## src/rtl/sync_fifo_pkg.sv

```systemverilog
// Shared definitions for the parametrised sync_fifo: default sizes and the
// helper that derives pointer/count widths from the depth.
package sync_fifo_pkg;

  localparam int unsigned DEF_WIDTH = 8;
  localparam int unsigned DEF_DEPTH = 16;

  function automatic int unsigned clog2_depth(input int unsigned depth);
    return $clog2(depth);
  endfunction

endpackage

```

## src/rtl/sync_fifo_if.sv

```systemverilog
// Handshake bundle between the FIFO (slave) and its producer/consumer (master).
interface sync_fifo_if
  import sync_fifo_pkg::*;
#(
  parameter int unsigned WIDTH = DEF_WIDTH,
  parameter int unsigned DEPTH = DEF_DEPTH
);

  localparam int unsigned CW = clog2_depth(DEPTH) + 1;

  logic             wr_en;
  logic [WIDTH-1:0] data_in;
  logic             rd_en;
  logic             err_clr;
  logic [WIDTH-1:0] data_out;
  logic             data_valid;
  logic             full;
  logic             empty;
  logic             almost_full;
  logic             almost_empty;
  logic [CW-1:0]    count;
  logic             overflow;
  logic             underflow;

  modport master (
    output wr_en, data_in, rd_en, err_clr,
    input  data_out, data_valid, full, empty, almost_full, almost_empty,
           count, overflow, underflow
  );

  modport slave (
    input  wr_en, data_in, rd_en, err_clr,
    output data_out, data_valid, full, empty, almost_full, almost_empty,
           count, overflow, underflow
  );

endinterface

```

## src/rtl/sync_fifo_ram.sv

```systemverilog
// DEPTH x WIDTH storage with one synchronous write port and a registered,
// enabled read port. Only the read register is reset; the array is not.
module sync_fifo_ram
  import sync_fifo_pkg::*;
#(
  parameter int unsigned WIDTH = DEF_WIDTH,
  parameter int unsigned DEPTH = DEF_DEPTH,
  localparam int unsigned AW   = clog2_depth(DEPTH)
) (
  input  logic             clk,
  input  logic             reset_n,
  input  logic             we,
  input  logic [AW-1:0]    waddr,
  input  logic [WIDTH-1:0] wdata,
  input  logic             re,
  input  logic [AW-1:0]    raddr,
  output logic [WIDTH-1:0] rdata
);

  logic [WIDTH-1:0] mem [DEPTH];

  always_ff @(posedge clk) begin
    if (we) mem[waddr] <= wdata;
  end

  // Read-before-write on a shared address returns the old word, which is what
  // a simultaneous read+write at full requires.
  always_ff @(posedge clk or negedge reset_n) begin
    if (!reset_n)  rdata <= '0;
    else if (re)   rdata <= mem[raddr];
  end

endmodule

```

## src/rtl/sync_fifo.sv

```systemverilog
// Single-clock parametrised FIFO with count, threshold flags and registered read.
// Optional sticky overflow/underflow capture enabled by SYNC_FIFO_STICKY_ERR_EN.
module sync_fifo
  import sync_fifo_pkg::*;
#(
  parameter int unsigned WIDTH     = DEF_WIDTH,
  parameter int unsigned DEPTH     = DEF_DEPTH,
  parameter int unsigned AF_THRESH = DEPTH - 2,
  parameter int unsigned AE_THRESH = 2
) (
  input  logic        clk,
  input  logic        reset_n,
  sync_fifo_if.slave  bus
);

  localparam int unsigned   AW     = clog2_depth(DEPTH);
  localparam int unsigned   CW     = AW + 1;
  localparam logic [CW-1:0] FULL_C = CW'(DEPTH);
  localparam logic [CW-1:0] AF_C   = CW'(AF_THRESH);
  localparam logic [CW-1:0] AE_C   = CW'(AE_THRESH);

  logic [CW-1:0]    wr_ptr, rd_ptr, cnt, cnt_next;
  logic             full_q, empty_q, af_q, ae_q, valid_q;
  logic             rd_ok, wr_ok;
  logic [WIDTH-1:0] rdata;

  // A read frees a slot in the same edge, so a write at full is still taken.
  always_comb begin
    rd_ok    = bus.rd_en && !empty_q;
    wr_ok    = bus.wr_en && (!full_q || rd_ok);
    cnt_next = cnt;
    case ({wr_ok, rd_ok})
      2'b10:   cnt_next = cnt + CW'(1);
      2'b01:   cnt_next = cnt - CW'(1);
      default: cnt_next = cnt;
    endcase
  end

  always_ff @(posedge clk or negedge reset_n) begin
    if (!reset_n) begin
      wr_ptr  <= '0;
      rd_ptr  <= '0;
      cnt     <= '0;
      full_q  <= 1'b0;
      empty_q <= 1'b1;
      af_q    <= 1'b0;
      ae_q    <= 1'b1;
      valid_q <= 1'b0;
    end else begin
      if (wr_ok) wr_ptr <= wr_ptr + CW'(1);
      if (rd_ok) rd_ptr <= rd_ptr + CW'(1);
      cnt     <= cnt_next;
      full_q  <= (cnt_next == FULL_C);
      empty_q <= (cnt_next == '0);
      af_q    <= (cnt_next >= AF_C);
      ae_q    <= (cnt_next <= AE_C);
      valid_q <= rd_ok;
    end
  end

  sync_fifo_ram #(
    .WIDTH (WIDTH),
    .DEPTH (DEPTH)
  ) u_ram (
    .clk     (clk),
    .reset_n (reset_n),
    .we      (wr_ok),
    .waddr   (wr_ptr[AW-1:0]),
    .wdata   (bus.data_in),
    .re      (rd_ok),
    .raddr   (rd_ptr[AW-1:0]),
    .rdata   (rdata)
  );

  assign bus.data_out     = rdata;
  assign bus.data_valid   = valid_q;
  assign bus.full         = full_q;
  assign bus.empty        = empty_q;
  assign bus.almost_full  = af_q;
  assign bus.almost_empty = ae_q;
  assign bus.count        = cnt;

`ifdef SYNC_FIFO_STICKY_ERR_EN
  logic ovf_q, unf_q;

  // Set takes priority over err_clr in the same cycle.
  always_ff @(posedge clk or negedge reset_n) begin
    if (!reset_n) begin
      ovf_q <= 1'b0;
      unf_q <= 1'b0;
    end else begin
      if (bus.wr_en && full_q && !rd_ok) ovf_q <= 1'b1;
      else if (bus.err_clr)              ovf_q <= 1'b0;
      if (bus.rd_en && empty_q)          unf_q <= 1'b1;
      else if (bus.err_clr)              unf_q <= 1'b0;
    end
  end

  assign bus.overflow  = ovf_q;
  assign bus.underflow = unf_q;
`else
  assign bus.overflow  = 1'b0;
  assign bus.underflow = 1'b0;
`endif

endmodule
```

## src/flat_wrapper.sv

```systemverilog
// flat-port wrapper written by rule: the top's interface ports become plain ports
module sync_fifo_flat import sync_fifo_pkg::*;
#(
  parameter int unsigned WIDTH     = DEF_WIDTH,
  parameter int unsigned DEPTH     = DEF_DEPTH,
  parameter int unsigned AF_THRESH = DEPTH - 2,
  parameter int unsigned AE_THRESH = 2
)
  (clk, reset_n, bus_wr_en, bus_data_in, bus_rd_en, bus_err_clr, bus_data_out, bus_data_valid, bus_full, bus_empty, bus_almost_full, bus_almost_empty, bus_count, bus_overflow, bus_underflow);
  sync_fifo_if #(.WIDTH(WIDTH), .DEPTH(DEPTH)) bus_i ();
  input  logic clk;
  input  logic reset_n;
  input wire logic [$bits(bus_i.wr_en)-1:0] bus_wr_en;
  input wire logic [$bits(bus_i.data_in)-1:0] bus_data_in;
  input wire logic [$bits(bus_i.rd_en)-1:0] bus_rd_en;
  input wire logic [$bits(bus_i.err_clr)-1:0] bus_err_clr;
  output wire logic [$bits(bus_i.data_out)-1:0] bus_data_out;
  output wire logic [$bits(bus_i.data_valid)-1:0] bus_data_valid;
  output wire logic [$bits(bus_i.full)-1:0] bus_full;
  output wire logic [$bits(bus_i.empty)-1:0] bus_empty;
  output wire logic [$bits(bus_i.almost_full)-1:0] bus_almost_full;
  output wire logic [$bits(bus_i.almost_empty)-1:0] bus_almost_empty;
  output wire logic [$bits(bus_i.count)-1:0] bus_count;
  output wire logic [$bits(bus_i.overflow)-1:0] bus_overflow;
  output wire logic [$bits(bus_i.underflow)-1:0] bus_underflow;
  assign bus_i.wr_en = bus_wr_en;
  assign bus_i.data_in = bus_data_in;
  assign bus_i.rd_en = bus_rd_en;
  assign bus_i.err_clr = bus_err_clr;
  assign bus_data_out = bus_i.data_out;
  assign bus_data_valid = bus_i.data_valid;
  assign bus_full = bus_i.full;
  assign bus_empty = bus_i.empty;
  assign bus_almost_full = bus_i.almost_full;
  assign bus_almost_empty = bus_i.almost_empty;
  assign bus_count = bus_i.count;
  assign bus_overflow = bus_i.overflow;
  assign bus_underflow = bus_i.underflow;
  sync_fifo #(.WIDTH(WIDTH), .DEPTH(DEPTH), .AF_THRESH(AF_THRESH), .AE_THRESH(AE_THRESH)) u_core (.clk(clk), .reset_n(reset_n), .bus(bus_i));
endmodule
```

## config.mk

```make
export PLATFORM = sky130hd
export DESIGN_NAME = sync_fifo_flat
export DESIGN_NICKNAME = d
export VERILOG_FILES = /design/src/rtl/sync_fifo_pkg.sv /design/src/rtl/sync_fifo_if.sv /design/src/rtl/sync_fifo_ram.sv /design/src/rtl/sync_fifo.sv /design/src/flat_wrapper.sv
export SDC_FILE = /design/constraint.sdc
export NUM_CORES = 1
export LEC_CHECK = 0
export CAP_MARGIN = 15
export CORE_UTILIZATION = 47
export CTS_CLUSTER_SIZE = 14
export DETAILED_ROUTE_END_ITERATION = 7
export DONT_BUFFER_PORTS = 1
export GPL_TIMING_DRIVEN = 0
export PLACE_DENSITY = 0.65
export SLEW_MARGIN = 10
export SYNTH_ARGS = -nofsm -noshare
export SYNTH_HDL_FRONTEND = slang
export SYNTH_SLANG_ARGS = --single-unit
```

## constraint.sdc

```tcl
create_clock -name clk -period 2.9 [get_ports clk]
set_input_delay 0.58 -clock clk [delete_from_list [all_inputs] [get_ports clk]]
set_output_delay 0.58 -clock clk [all_outputs]
set_load 0.005 [all_outputs]
```

---- Yosys cells after proc, flatten, opt, wreduce, memory -nomap -nowiden ----
Memory sizes are Yosys's and may differ from the RTL's. A register that Yosys moved wholly into a read port is not among the register bits.
Cells that the tools add are included.
cells by class
  $lt $le $gt $ge ......................... 2
  bitwise logic cells ..................... 0
  shifts and indexed selects .............. 0
  add/subtract/negate cells ............... 4
  equality and inequality tests ........... 3
  reductions and logical operators ........ 7
  div/mod/pow operators ................... 0
  multipliers ............................. 0
  muxes and demuxes ....................... 3
operators by type and width
  kind                                                                                 count
  5-bit by 1-bit adder with 5-bit output, second input constant                        3
  5-bit case mux with 2 select lines                                                   1
  5-bit == test, second input constant                                                 1
  5-bit by 4-bit greater-or-equal comparator with 1-bit output, second input constant  1
  5-bit by 2-bit less-or-equal comparator with 1-bit output, second input constant     1
  5-bit logical NOT                                                                    1
  5-bit by 1-bit subtractor with 5-bit output, second input constant                   1
  1-bit logical NOT                                                                    3
  2-bit by 1-bit == test with 1-bit output, second input constant                      1
  2-bit == test, second input constant                                                 1
  1-bit logical AND                                                                    2
  1-bit two-way mux                                                                    2
  1-bit logical OR                                                                     1
word-level totals
  register bits ........................... 20
  bits in latches ......................... 0
  ROM bits ................................ 0
  bits in writable memories ............... 128
  input bits .............................. 13
  memories ................................ 1
memories
  memory            words  bits a word  rd ports  clocked after Yosys merged registers in  write ports  RTL line             RTL
  u_core.u_ram.mem  16     8            1         1                                        1            sync_fifo_ram.sv:20  logic [WIDTH-1:0] mem [DEPTH];

---- Depth between registers and ports, before layout ----
Gate-level depths: netlist of run 1.
  depth after elaboration ................. 7
  mapped depth ............................ 13

---- By module ----
Synthesis of run 1 repeated with hierarchy kept, for this count alone.
unflattened totals
  cells, all modules ...................... 328
  area, all modules ....................... 6,293.5 um^2
by module, submodules not included
  module         cells each  seq. area each (um^2)  times used  area an instance (um^2)
  sync_fifo_ram  240         4,043.9                1           5,331.4
  sync_fifo      88          452.9                  1           962.2

---- Worst setup path after synthesis of run 1 ----
No wires, ideal clock.
  path type ............................... input -> register
  from .................................... input port bus_rd_en
  to ...................................... register u_core.ae_q, in the netlist u_core.bus.almost_empty
  data arrival time ....................... 2,971 ps
  required time ........................... 2,779 ps
  stages .................................. 13
  buffers on the path ..................... 2
  setup slack ............................. -193 ps
  cells stage by stage .................... nand2b_1 > buf_4 > a21boi_1 > inv_1 > ha_1 > clkbuf_1 > xor2_1 > ha_1 > a21oi_1 > xor2_1 > nor2_1 > xor2_1 > a2111oi_0
between the ends
  longest elaborated chain between the ends .. 6
ends and longest elaborated chain
  element                                                                           RTL line            RTL
  start: declaration                                                                flat_wrapper.sv:15  input wire logic [$bits(bus_i.rd_en)-1:0] bus_rd_en;
  1-bit logical AND (*)                                                             sync_fifo.sv:29     rd_ok = bus.rd_en && !empty_q;
  1-bit logical OR                                                                  sync_fifo.sv:30     wr_ok = bus.wr_en && (!full_q || rd_ok);
  1-bit logical AND                                                                 sync_fifo.sv:30
  2-bit by 1-bit == test with 1-bit output / 2-bit == test (equally long branches)  sync_fifo.sv:32     case ({wr_ok, rd_ok})
  5-bit case mux with 2 select lines (*)                                            sync_fifo.sv:32
  named net u_core.cnt_next[2]                                                      sync_fifo.sv:22     logic [CW-1:0] wr_ptr, rd_ptr, cnt, cnt_next;
  5-bit by 2-bit less-or-equal comparator with 1-bit output (*)                     sync_fifo.sv:56     ae_q <= (cnt_next <= AE_C);
  end signal: assignment                                                            sync_fifo.sv:56
  end: declaration                                                                  sync_fifo.sv:23     logic full_q, empty_q, af_q, ae_q, valid_q;
The timed path passes the listed nets; every way through them passes the cells marked *.
A chain may end at the register's enable or synchronous reset.

---- Final worst setup path of run 1 ----
  from .................................... register u_core.empty_q, in the netlist u_core.bus.empty
  to ...................................... register u_core.empty_q, in the netlist u_core.bus.empty
between the ends
  longest elaborated chain between the ends .. 7
ends and longest elaborated chain
  element                                                                           RTL line         RTL
  start: declaration                                                                sync_fifo.sv:23
  start signal: assignment                                                          sync_fifo.sv:54  empty_q <= (cnt_next == '0);
  1-bit logical NOT (*)                                                             sync_fifo.sv:29
  1-bit logical AND (*)                                                             sync_fifo.sv:29
  1-bit logical OR                                                                  sync_fifo.sv:30
  1-bit logical AND                                                                 sync_fifo.sv:30
  2-bit by 1-bit == test with 1-bit output / 2-bit == test (equally long branches)  sync_fifo.sv:32
  5-bit case mux with 2 select lines (*)                                            sync_fifo.sv:32
  named net u_core.cnt_next[2]                                                      sync_fifo.sv:22
  5-bit logical NOT (*)                                                             sync_fifo.sv:54
Marked as above.

==> flow_results.org, run 1 <==
** Outcome
- Outcome :: complete, no violations

** Power
- Combinational share of power :: ~29%
- Internal power of the cells :: ~5.0 mW
- P_leak :: approximately 2.4 nW
- Across the VDD grid, the largest voltage drop is ~0.00047 V.
- Sequential Power Share :: 42.1%
- In this run, the clock network consumes 29.1% of the power.
- Total power draw :: around 7.1 mW
- For this design the ratio of total power to cell area is roughly 1000 nW/um^2.
- Net switching is 29.7% of the power.
- For this design the total switching power over the nets is 2.11 mW.

** Place
- OpenSTA, run right after detailed placement, puts the worst setup slack at -0.414 ns.
- Post-DP HPWL :: between 7 and 8 mm
- In this run the tool buffered the top-level ports with 0 buffer cells.
- Routability Congestion :: approximately 0.73

** Timing
- Minimum clock period after layout :: ~2.7 ns
- Max-slew violations :: 0
- Setup repair after global routing left no endpoint under its margin.
- Setup WS post-layout :: approximately 0.24 ns
- At the pin with the least slew margin, the transition time is about 0.84 ns.
- Finish-stage setup viols :: 0
- The number of hold-slack violations in the final timing report is 0.
- For the final database, setup skew stands at approximately 0.018 ns.
- Headroom to the max-slew limit :: 44.0%
- Static timing analysis puts the maximum clock frequency at between 300 and 400 MHz.
- Worst hold slack :: around 0.25 ns
- The final critical path takes up 91.7% of the cycle.

** Drt
- Via density per instance :: 5.49
- Number of iterations in the first detailed-routing pass :: 5
- After the first detailed-routing iteration, the DRC count stood at 397.
- Via count :: roughly 2900
- Total length of routed wires :: ~12 mm
- The count of nets left with antenna violations once routing finished came out at 0.
- After detailed routing, the average wire length per cell comes to about 22 um.
- For this run, design rule violations remaining after detail routing come to 0.

** Clock network
- Clock tree synthesis selected as its root buffer the cell sky130_fd_sc_hd__clkbuf_16.
- CTS tree :: built
- The tree built by TritonCTS fans out to around 150 sinks.
- The number of clock buffers added by TritonCTS is 17.
- Clock latency on the worst-skew pair, taken at its later pin, is roughly 0.42 ns.
- CTS H-tree lvls :: 4
- After clock tree synthesis, the clock-pin slew on the worst setup and hold paths is roughly 0.06 ns.
- Max Root-Sink Buffers :: 2

** Yosys
- After synthesis the netlist holds a flip-flop and latch count of around 150.
- In this run, distinct cell masters in the synthesized netlist total 42.
- After synthesis the cells add up to slightly above 6000 um^2.
- Count of flip-flops with a built-in enable after synthesis :: 128
- After synthesis, flip-flops and latches occupy about 73% of the total area.
- For this run, the number of Yosys warnings is 0.
- After synthesis, the share of flip-flops with an asynchronous set or reset is 16.9%.
- Post-synth top flop :: sky130_fd_sc_hd__edfxtp_1
- Dividing the synthesized area by the synthesized cell count gives 19.1 um^2.
- Count of mapped cells out of synthesis :: 325

** Global route
- Grt total ovfl :: 0
- Antenna violations before repair :: 0
- Global-route wire length before repair :: around 17 mm
- The number of global-route vias before repair came to between 2000 and 3000.
- Entering global routing, the biggest net connects 27 pins.
- GRT Resource Usage Total :: between 10% and 20%

** Worst setup path
- In this run the worst path has a maximum fanout of 10.
- Worst path cell trace :: nand2b_1 -> buf_4 -> a21boi_4 -> inv_1 -> ha_4 -> xor2_1 -> ha_2 -> a21oi_1 -> xor2_1 -> nor2_1 -> xor2_1 -> nor4_1
- STA classifies the critical path startpoint as a flop.
- Worst path buffer plus inverter count :: 2
- Crit path capture type :: flop
- Startpoint-to-endpoint class of the critical path :: reg2reg
- Arrival @ worst endpoint :: ~2.9 ns
- Critical path's top delay family :: simple AND/OR/NAND/NOR gates
- In this design, the stage delay of the slowest critical-path cell is approximately 0.43 ns.
- Library cell appearing most often on the critical path :: sky130_fd_sc_hd__xor2_1
- For this design, the slowest cell found on the critical path is sky130_fd_sc_hd__nor4_1.
- STA puts the critical path data required time at 3.18 ns.

** Finish
- Antenna cells :: 0
- The net count of the finished layout is ~370.
- The top cell types in the final layout, fill and taps aside, are 128 x sky130_fd_sc_hd__edfxtp_1, 27 x sky130_fd_sc_hd__mux4_2, 24 x sky130_fd_sc_hd__dfrtp_1.
- In the final layout, the share of cells above drive strength 1 is a little under a quarter.
- After filler insertion, the fill cell instance count of the layout stands at between 1000 and 1500.
- Compared with the post-synthesis result, the final layout area differs by 14.1%.
- Cells fill roughly 56% of the core in the end.
- Leaving out fill and tap cells, the most frequent cell in the layout is sky130_fd_sc_hd__edfxtp_1.

** Floorplanning
- Measured along the x axis, the die boundary spans 117 um.
- # rows :: between 40 and 50
- # IOs :: 33
- Once the floorplan was initialized, standard cells occupied between 40% and 50% of the core.
- After floorplanning, the core was sized to cover 12700 um^2.
- The floorplan step defined a die boundary enclosing roughly 14000 um^2.
- Die H :: ~120 um

** Hold path
- Path type of the worst min-delay path :: in2reg

** Run
- The tool flagged a number of max-cap violations equal to 0.
-- Yosys cell counts, types with 2 or more instances --
library cell	count	share of area, %
sky130_fd_sc_hd__buf_1	5	0.30
sky130_fd_sc_hd__nand4_1	2	0.20
sky130_fd_sc_hd__nand2_1	12	0.73
sky130_fd_sc_hd__nand2b_1	4	0.40
sky130_fd_sc_hd__dfrtp_1	24	9.7
sky130_fd_sc_hd__buf_2	3	0.24
sky130_fd_sc_hd__nor3_1	12	0.97
sky130_fd_sc_hd__and2_1	2	0.20
sky130_fd_sc_hd__dfstp_2	2	0.85
sky130_fd_sc_hd__buf_4	4	0.48
sky130_fd_sc_hd__o21ai_0	3	0.24
sky130_fd_sc_hd__a221o_1	7	1.1
sky130_fd_sc_hd__inv_1	4	0.24
sky130_fd_sc_hd__nor2b_1	2	0.20
sky130_fd_sc_hd__mux2_2	9	1.6
sky130_fd_sc_hd__a21oi_1	3	0.24
sky130_fd_sc_hd__mux2i_1	8	1.3
sky130_fd_sc_hd__xor2_1	5	0.71
sky130_fd_sc_hd__mux4_1	5	2.1
sky130_fd_sc_hd__ha_1	8	1.6
sky130_fd_sc_hd__mux4_2	27	9.8
sky130_fd_sc_hd__xnor2_1	7	0.99
sky130_fd_sc_hd__nand3b_1	2	0.24
sky130_fd_sc_hd__nor2_1	14	0.85
sky130_fd_sc_hd__nand3_1	3	0.24
sky130_fd_sc_hd__clkbuf_1	5	0.30
sky130_fd_sc_hd__edfxtp_1	128	62
-- state kept, by name, indices dropped and copies added, names as in the netlist --
signal,cells
u_core.bus.full,1
u_core.bus.empty,1
u_core.bus.almost_full,1
u_core.bus.count,5
u_core.bus.data_valid,1
u_core.u_ram.rdata,8
u_core.u_ram.mem,128
u_core.rd_ptr,4
u_core.wr_ptr,4
u_core.bus.almost_empty,1
-- per-stage QoR --
step	setup TNS, ns	area [um^2]	instances
2_1_floorplan	0	6210	326
3_3_place_gp	-0.941	6430	498
3_5_place_dp	-1.17	6450	501
4_1_cts	0	7050	536
5_1_grt	0	7070	536
6_report	0	7070	536
-- final cells by class --
class | count | area [um^2] | area share, %
Buffer | 18 | 110 | 1.56
Clock buffer | 22 | 444 | 6.28
Clock inverter | 10 | 101 | 1.43
Inverter | 4 | 15.0 | 0.212
Multi-Input combinational cell | 149 | 1630 | 23.0
Sequential cell | 154 | 4500 | 63.6
Tap cell | 172 | 215 | 3.04
Timing Repair Buffer | 7 | 60.1 | 0.849
-- worst reg2reg max path: stages (launching register included) --
cell,delay [ns]
sky130_fd_sc_hd__dfstp_2,0.37
sky130_fd_sc_hd__nand2b_1,0.15
sky130_fd_sc_hd__buf_4,0.18
sky130_fd_sc_hd__a21boi_4,0.15
sky130_fd_sc_hd__inv_1,0.10
sky130_fd_sc_hd__ha_4,0.20
sky130_fd_sc_hd__xor2_1,0.16
sky130_fd_sc_hd__ha_2,0.20
sky130_fd_sc_hd__a21oi_1,0.16
sky130_fd_sc_hd__xor2_1,0.16
sky130_fd_sc_hd__nor2_1,0.06
sky130_fd_sc_hd__xor2_1,0.22
sky130_fd_sc_hd__nor4_1,0.43
-- per-layer routing --
layer	track usage, %	share of wire [%]
met4	7.09	1.4
met3	6.59	6.6
met2	28.1	47
met1	25.2	45
met5	0	0
-- cells by family (layout without fill, tap and decap cells) --
family	after synthesis	in the layout	share of synthesized area [%]
and+or+nand+nor	57	57	4.50
buffers and inverters	23	61	2.08
DFF	154	154	72.5
AOI/OAI and AO/OA	21	21	2.64
xor gates and xnor gates	12	12	1.70
other	1	2	0.0605
adders and majority gates	8	8	1.61
muxes	49	49	14.9
-- power by group through the flow --
stage                     combinational, mW  clock (mW)  sequential (mW)
final                                  2.04        2.07             2.99
after global routing                   2.22        2.18             3.04
after CTS                              2.05        2.09             2.99
after detailed placement               1.99           0             3.03
after global placement                 1.94           0             3.01
after floorplan                        1.52           0             2.96
-- path summary, 6_finish.rpt --
path                                                         from                           endpoint  slack (ns)  depth (start not counted)
worst max-delay path                   u_core.bus.empty$_DFF_PN1_         u_core.bus.empty$_DFF_PN1_        0.24                         12
worst min-delay path                               bus_data_in[0]  u_core.u_ram.mem[15][0]$_DFFE_PP_        0.25                          0
worst max register to register         u_core.bus.empty$_DFF_PN1_         u_core.bus.empty$_DFF_PN1_        0.24                         12
worst min register to register  u_core.u_ram.rdata[6]$_DFFE_PN0P_  u_core.u_ram.rdata[6]$_DFFE_PN0P_        0.54                          1
max in group asynchronous                                 reset_n         u_core.bus.empty$_DFF_PN1_        2.05                          2
min in group asynchronous                                 reset_n      u_core.bus.count[2]$_DFF_PN0_        0.61                          2
-- what timing repair did --
| action | CTS | global route |
|---|---|---|
| endpoints found under the hold margin | 26 | 0 |
| buffers inserted | 2 | 0 |
| gates cloned | 0 | 0 |
| hold buffers | 2 | 0 |
| endpoints found under the setup margin | 4 | 4 |
| resized for setup | 2 | 4 |
| pin swaps | 2 | 2 |
Note: power is estimated with default switching activity, not from simulation.
==> run 2: changes to the inputs <==
--- a/config.mk
+++ b/config.mk
@@ -15,4 +15,5 @@
 export SLEW_MARGIN = 10
 export SYNTH_ARGS = -nofsm -noshare
 export SYNTH_HDL_FRONTEND = slang
+export SYNTH_HIERARCHICAL = 1
 export SYNTH_SLANG_ARGS = --single-unit
==> flow_results.org, run 2 <==
** Finish
- The area growth from synthesis to layout is 16.0%.
- The register with the most flip-flops in the layout has 128 of them.
- Layout Utilization :: between 50% and 60%
- At the end of the flow, the number of nets in the layout was around 370.
- Fraction of layout cells with a size suffix above 1 :: 29.2%
- Post-route standard cell area excluding fillers :: roughly 7300 um^2
- Across the whole layout, storage elements account for approximately 4500 um^2.
- Commonest non-fill, non-tap cell in the layout :: sky130_fd_sc_hd__edfxtp_1
- Fillers :: slightly below 1000
- Area taken by multi-input logic gates :: 1670 um^2
- Commonest cells after routing, fill and taps aside :: 128 x sky130_fd_sc_hd__edfxtp_1, 26 x sky130_fd_sc_hd__mux4_2, 24 x sky130_fd_sc_hd__dfrtp_1
- The register with the most flip-flops in the final layout is u_core/u_ram/mem.
- The number of antenna diodes in the final layout is 0.

** Global route
- The number of antenna violations at the first check in global routing is 0.
- Grt total ovfl :: 0
- Entering global routing, the biggest net connects 27 pins.
- GRT Resource Usage Total :: between 10% and 20%
- The number of global-route vias before repair came to 3112.
- Global-route wire length before repair :: roughly 19 mm

** Worst setup path
- Critical path fanouts, max :: 8
- Terminus of the critical flop-to-flop path :: u_core/u_ram/mem[0][7]$_DFFE_PP_
- Register-to-register path setup slack :: approximately 0.18 ns
- Data on the critical path arrives at its endpoint at roughly 2.9 ns.
- Worst path cell trace :: nand2b_4 -> nand2_1 -> nand2_4 -> buf_12 -> inv_1 -> or3b_2 -> nor3_1 -> buf_4
- In this run the critical register-to-register path is launched from u_core/bus.empty$_DFF_PN1_.
- Startpoint-to-endpoint class of the critical path :: reg2reg
- Critical path's top delay family :: simple AND/OR/NAND/NOR gates
- STA classifies the critical path startpoint as a flop.
- Together, buffers and inverters on the worst path number 3.
- Crit path required time :: approximately 3 ns
- Slowest stage cell, crit path :: sky130_fd_sc_hd__nor3_1
- Number of cells traversed by the worst register-to-register path :: 8
- The worst setup path is captured at a flop.
- Delay of the slowest cell on the worst path :: between 0.6 and 0.7 ns

** Yosys
- Cell with the most instances after synthesis :: sky130_fd_sc_hd__edfxtp_1
- Synthesis inferred approximately 150 register bits.
- Area share of the largest cell type after synthesis :: 61.1%
- Top cell type by total area after synthesis :: sky130_fd_sc_hd__edfxtp_1
- Ranked by total cell area, the synthesized netlist is headed by sky130_fd_sc_hd__edfxtp_1 61%, sky130_fd_sc_hd__dfrtp_1 9.5%, sky130_fd_sc_hd__mux4_2 9.3%, sky130_fd_sc_hd__mux4_1 2.5%, sky130_fd_sc_hd__a221oi_2 1.9%.
- Post-synth top flop :: sky130_fd_sc_hd__edfxtp_1
- Counting distinct cell types in the post-synthesis netlist gives 46.
- In this run, synthesis inferred 128 flip-flops with an integrated enable.
- Count of yosys warnings during synthesis :: 6
- Async set or reset register ratio after synthesis :: 16.9%
- Count of mapped cells out of synthesis :: 328
- Synthesized cell area :: about 6300 um^2
- Proportion of synthesized chip area in sequential cells :: a little under three quarters
- Most instantiated cells after synthesis :: 128 x sky130_fd_sc_hd__edfxtp_1, 26 x sky130_fd_sc_hd__mux4_2, 24 x sky130_fd_sc_hd__dfrtp_1
- Average size of a mapped cell :: 19.2 um^2

** Timing
- Actual slew at the worst max-slew pin :: ~0.90 ns
- Final Cycle Share :: a little over nine tenths
- Headroom to the max-slew limit :: about two fifths
- Setup WS post-layout :: 0.175 ns
- Timing would allow up to about 370 MHz.
- Across the routed clock network, the largest skew measured is roughly 0.008 ns.
- Unrepaired setup endpoints after global routing :: false
- The number of slew-limit violations in the final report came to 0.
- Final hold violation count :: 0
- Finish-stage setup viols :: 0
- Total negative slack for setup checks :: 0 ns
- The worst path needs between 2 and 3 ns of the cycle, external delays included.

** Place
- Routability Congestion :: roughly 0.8
- Input and output buffers added on the ports amount to 0.
- Minimum setup slack after placement :: -0.183 ns
- Area after DPL :: 6540 um^2
- Detailed placement ended at an HPWL of 7.94 mm.

** Drt
- Dividing the detail-routed via count by the number of cells gives 5.68.
- After detailed routing, the number of remaining DRC violations is 0.
- Number of iterations in the first detailed-routing pass :: 4
- In this run, the number of DRC markers left after iteration 0 of detailed routing was 371.
- Once detail routing completed, the nets flagged for antenna violations numbered 0.
- The routed layout has roughly 3100 vias.
- Total length of routed wires :: 12.5 mm
- After detailed routing, the average wire length per cell comes to 23.1 um.

** Floorplanning
- Die Outline Area :: ~14000 um^2
- During I/O placement, the number of pins put on the boundary was 33.
- The die is between 100 and 150 um tall.
- The initial utilization of the core area, before any placement, comes to between 40 and 50%.
- Width of the die :: roughly 120 um
- Core area :: 12800 um^2
- The floorplan has between 40 and 50 rows.

** Power
- The analysis attributes to cell leakage a power of 2.50 nW.
- Pwr per Cell Area :: ~1100 nW/um^2
- VDD IR-drop max :: 0.000511 V
- The design draws about 7.8 mW.

** Clock network
- CTS built an H-tree with a depth of 4.
- At the later pin of the worst-skew pair, clock insertion delay measures 0.43 ns.
- CTS tree :: built
- After clock tree synthesis, the clock-pin slew on the worst setup and hold paths is approximately 0.060 ns.
- Clock tree synthesis selected as its root buffer the cell sky130_fd_sc_hd__clkbuf_16.
- Max Root-Sink Buffers :: 2
- Inserted Clock Buffers :: 17
- Clock tree synthesis found a total of 154 sinks.

** Outcome
- The flow ran to the end, and the final reports show no timing, DRC or antenna violations.

** Run
- Reported max-cap violation count :: 0

** Hold path
- Along the worst hold path, the cell count comes to 0.
- For hold timing, the worst endpoint is u_core/u_ram/mem[12][5]$_DFFE_PP_.
- In this run the worst hold path is classified as in2reg.
- Hold Path Origin :: bus_data_in[5]
==> run 2: cell types whose count changed after synthesis, moves of 6 or more <==
cell                       before  now
sky130_fd_sc_hd__a221o_1        7    0
sky130_fd_sc_hd__a221oi_2       0    8
sky130_fd_sc_hd__mux2_2         9    1
sky130_fd_sc_hd__nor2_1        14   23
sky130_fd_sc_hd__nor3_1        12    6
sky130_fd_sc_hd__o22ai_1        0    7
==> run 2: repair_timing <==
action | CTS | global route
pin swaps | 2 | 3
buffers inserted | 1 | 1
endpoints found under the setup margin | 5 | 4
gates resized for setup | 7 | 5
hold buffers | 2 | 0
hold endpoints to repair | 26 | 0
==> run 2: metrics by stage <==
step / hold slack [ns] / instances
2_1_floorplan: 0.284 / 329
3_5_place_dp: 0.286 / 503
4_1_cts: 0.231 / 538
3_3_place_gp: 0.285 / 501
5_1_grt: 0.228 / 539
6_report: 0.248 / 539
==> run 2: cell type report <==
| class | count | area share [%] |
|---|---|---|
| Timing Repair Buffer | 6 | 0.960 |
| Clock inverter | 13 | 3.09 |
| Sequential cell | 154 | 61.6 |
| Buffer | 19 | 2.35 |
| Inverter | 5 | 0.257 |
| Clock buffer | 19 | 5.93 |
| Multi-Input combinational cell | 151 | 22.9 |
| Tap cell | 172 | 2.95 |
==> run 2: how the worst max path moves through the flow <==
stage / startpoint / endpoint / slack (ns) / cells past startpoint
2_1_floorplan: bus_rd_en / u_core/bus.almost_full$_DFF_PN0_ / 0.28 / 12
3_3_place_gp: bus_rd_en / u_core/u_ram/mem[0][7]$_DFFE_PP_ / -0.23 / 6
3_5_place_dp: u_core/bus.empty$_DFF_PN1_ / u_core/bus.full$_DFF_PN0_ / -0.18 / 12
4_1_cts: u_core/bus.empty$_DFF_PN1_ / u_core/bus.full$_DFF_PN0_ / 0.02 / 12
5_1_grt: u_core/bus.empty$_DFF_PN1_ / u_core/bus.full$_DFF_PN0_ / 0.02 / 12
6_report: u_core/bus.empty$_DFF_PN1_ / u_core/u_ram/mem[0][7]$_DFFE_PP_ / 0.18 / 8
==> run 2: cells by family (layout without fill, tap and decap cells) <==
family                   Yosys count  count (layout)  share of synthesized area [%]
AO/OA/AOI/OAI                     26              26                           4.17
XOR/XNOR                          12              12                           1.79
adder cells (fa/ha/maj)            6               6                           1.19
buffers and inverters             24              62                           2.92
flip-flops                       154             154                           71.5
multiplexers                      41              41                           13.3
other                              1               2                         0.0596
AND/OR/NAND/NOR                   64              64                           5.15
==> run 2: layer usage <==
metal  global-route usage [%]  share of wire, %
met5                        0                 0
met4                     8.17               1.7
met3                     5.96               7.6
met2                     29.1                48
met1                     26.5                43
==> run 2: where the power goes <==
part	switching [mW]	total, mW	internal (mW)
clock	0.844	2.45	1.61
combinational	1.22	2.31	1.09
sequential	0.269	3.06	2.79
==> run 3: changes to the inputs <==
--- a/config.mk
+++ b/config.mk
@@ -6,6 +6,7 @@
 export NUM_CORES = 1
 export LEC_CHECK = 0
 export CAP_MARGIN = 15
+export CORE_MARGIN = 2
 export CORE_UTILIZATION = 47
 export CTS_CLUSTER_SIZE = 14
 export DETAILED_ROUTE_END_ITERATION = 7
@@ -17,3 +18,4 @@
 export SYNTH_HDL_FRONTEND = slang
 export SYNTH_HIERARCHICAL = 1
 export SYNTH_SLANG_ARGS = --single-unit
+export TNS_END_PERCENT = 1
==> flow_results.org, run 3 (synthesis results as in run 2) <==
** Drt
- Dividing the detail-routed wire length by the instance count gives 21.3 um.
- Via density per instance :: approximately 5.6
- The first routing iteration left roughly 180 violations.
- Via count :: between 3000 and 4000
- Summed over all layers, the routed wires come to roughly 12 mm.
- Highest routed layer :: met4
- Met3 Wirelength :: 497 um
- After detailed routing, the number of remaining DRC violations is 0.
- The first detailed-routing pass ran for 4 iterations.
- Once detail routing completed, the nets flagged for antenna violations numbered 0.
- Met2 layer wire length in the routed design :: 5.78 mm
- In the final routing, the length of wire on met1 measures 5.10 mm.

** Clock network
- Root buf cell :: sky130_fd_sc_hd__clkbuf_16
- Clock sink count :: about 150
- TritonCTS built the clock tree.
- CTS H-tree lvls :: 4
- For the worst-skew pair, the clock arrives at the later sink with an insertion delay of 0.42 ns.
- Clock tree synthesis inserted a total of 17 buffers.
- Clock-pin slew on the worst setup and hold paths :: roughly 0.060 ns
- Max Root-Sink Buffers :: 2

** Finish
- In the layout the commonest cells are 128 x sky130_fd_sc_hd__edfxtp_1, 26 x sky130_fd_sc_hd__mux4_2, 24 x sky130_fd_sc_hd__dfrtp_1.
- Relative to the synthesized area, the layout overhead comes to 14.6%.
- Commonest non-fill, non-tap cell in the layout :: sky130_fd_sc_hd__edfxtp_1
- In the final layout, the share of cells above drive strength 1 is about 30%.
- The register with the most flip-flops in the layout has between 100 and 150 of them.
- 0 antenna diodes ended up in the layout.
- After the last flow step, the layout net total stands at 371.
- Layout Utilization :: between 50% and 60%
- After filler insertion, the fill cell instance count of the layout stands at between 1000 and 1500.
- Ranked by flip-flop count, first place goes to u_core/u_ram/mem.

** Place
- Routability Congestion :: 0.778
- Post-DP HPWL :: 7.65 mm
- Minimum setup slack after placement :: -0.0544 ns
- IO buf count :: 0

** Worst setup path
- Arrival @ worst endpoint :: approximately 3.1 ns
- Reg-to-Reg Start :: u_core/bus.empty$_DFF_PN1_
- The worst setup path is captured at a flop.
- Number of cells traversed by the worst register-to-register path :: 12
- Startpoint-to-endpoint class of the critical path :: reg2reg
- Data on the critical path is required at its endpoint by ~3.3 ns.
- Along the worst path, the maximum fanout reaches 10.
- Kind of start point of the critical path :: flop
- Terminus of the critical flop-to-flop path :: u_core/bus.full$_DFF_PN0_
- Register-to-register path setup slack :: about 0.19 ns

** Run
- Max-cap violations in this run came to 0.

** Outcome
- Outcome :: complete, no violations

** Timing
- Maximum clock rate :: approximately 370 MHz
- For the pin with the worst max-slew slack, the measured transition is a little under 1 ns.
- Minimum clock period after layout :: 2.71 ns
- The clock arrives with between 0.01 and 0.015 ns of skew.
- Unrepaired setup endpoints after global routing :: false
- In the finished design, the share of the clock period the worst path needs comes to roughly 93%.
- After layout, the worst setup slack is between 0.15 and 0.2 ns.
- Final hold violation count :: 0
- Headroom to the max-slew limit :: 34.1%
- The number of slew-limit violations in the final report came to 0.
- Setup violations remaining at the end of the flow were counted as 0.

** Power
- VDD IR-drop max :: between 0.0004 and 0.0005 V
- Pwr per Cell Area :: roughly 1000 nW/um^2
- P_leak :: roughly 2.4 nW

** Global route
- Number of global-route vias before repair :: around 3100
- Maximum number of pins on one net before global-route repair :: 27
- Global-route wire length before repair :: around 18 mm
- The total overflow left after global routing is 0.
- GRT Resource Usage Total :: ~18%
- The number of antenna violations at the first check in global routing is 0.

** Hold path
- Hold Path Depth :: 0
- Hold Path Origin :: bus_data_in[4]
- Hold Path Sink :: u_core/u_ram/mem[7][4]$_DFFE_PP_
- In this run the worst hold path is classified as in2reg.

** Floorplanning
- The floorplan has between 40 and 50 rows.
- For this design the top-level I/O count stands at 33.
- The initial utilization of the core area, before any placement, comes to 47.9%.
- The die covers between 10000 and 15000 um^2.
- Core area :: about 13000 um^2
- Die H :: between 100 and 150 um
- Width of the die :: roughly 120 um
[run 3: worst max-delay path, cell delays in order, from the launching register on]
cell and delay, ns:
sky130_fd_sc_hd__dfstp_2 0.54, sky130_fd_sc_hd__nand2b_4 0.14, sky130_fd_sc_hd__inv_1 0.12, sky130_fd_sc_hd__ha_2 0.22, sky130_fd_sc_hd__buf_6 0.14, sky130_fd_sc_hd__xor2_2 0.14, sky130_fd_sc_hd__ha_2 0.20, sky130_fd_sc_hd__buf_4 0.13
sky130_fd_sc_hd__o21a_1 0.16, sky130_fd_sc_hd__o2111ai_2 0.17, sky130_fd_sc_hd__o211ai_2 0.16, sky130_fd_sc_hd__xor2_2 0.29, sky130_fd_sc_hd__and4bb_1 0.23
[run 3: stage by stage]
stage | hold WS (ns) | power [mW] | cells | cell area, um^2 | TNS, ns
2_1_floorplan | 0.284 | 4.76 | 329 | 6300 | 0
3_3_place_gp | 0.285 | 5.24 | 505 | 6520 | -2.39
3_5_place_dp | 0.285 | 5.32 | 505 | 6540 | -0.172
4_1_cts | 0.240 | 7.51 | 539 | 7170 | 0
5_1_grt | 0.232 | 7.86 | 541 | 7210 | 0
6_report | 0.252 | 7.49 | 541 | 7210 | 0
[run 3: cell type report]
cell class	instances	area [um^2]	area share, %
plain buffers	19	171	2.38
clock buffers	17	425	5.90
clock inverters	15	164	2.27
inverters	5	18.8	0.260
multi-input cells	151	1670	23.2
flip-flops and latches	154	4500	62.3
well taps	176	220	3.05
repair buffers	4	45.0	0.624
[run 3: repair_timing]
action,4_1_cts,5_1_grt
setup buffers,0,2
endpoints found under the setup margin,4,4
endpoints found under the hold margin,26,0
hold buffers,2,0
gates resized for setup,4,5
pin swaps,1,4
[run 3: routing by layer]
metal	vias to the layer above	GRT usage (%)
met1	1578	24.1
met5	-	0
met3	10	4.52
met4	0	5.96
li1	1360	-
met2	66	28.2
[run 3: worst max-delay path by stage]
stage                                          start                          endpoint  slack (ns)  cells after the start
final                     u_core/bus.empty$_DFF_PN1_         u_core/bus.full$_DFF_PN0_        0.19                     12
after global routing      u_core/bus.empty$_DFF_PN1_         u_core/bus.full$_DFF_PN0_        0.02                     12
after CTS                 u_core/bus.empty$_DFF_PN1_         u_core/bus.full$_DFF_PN0_        0.07                     12
after detailed placement                   bus_rd_en         u_core/bus.full$_DFF_PN0_       -0.05                     12
after global placement                     bus_rd_en  u_core/u_ram/mem[0][5]$_DFFE_PP_       -0.30                      6
after floorplan                            bus_rd_en  u_core/bus.almost_full$_DFF_PN0_        0.28                     12
[run 3: power breakdown]
group	switching, mW	internal [mW]
Sequential	0.277	2.79
Clock	0.888	1.28
Combinational	1.18	1.07
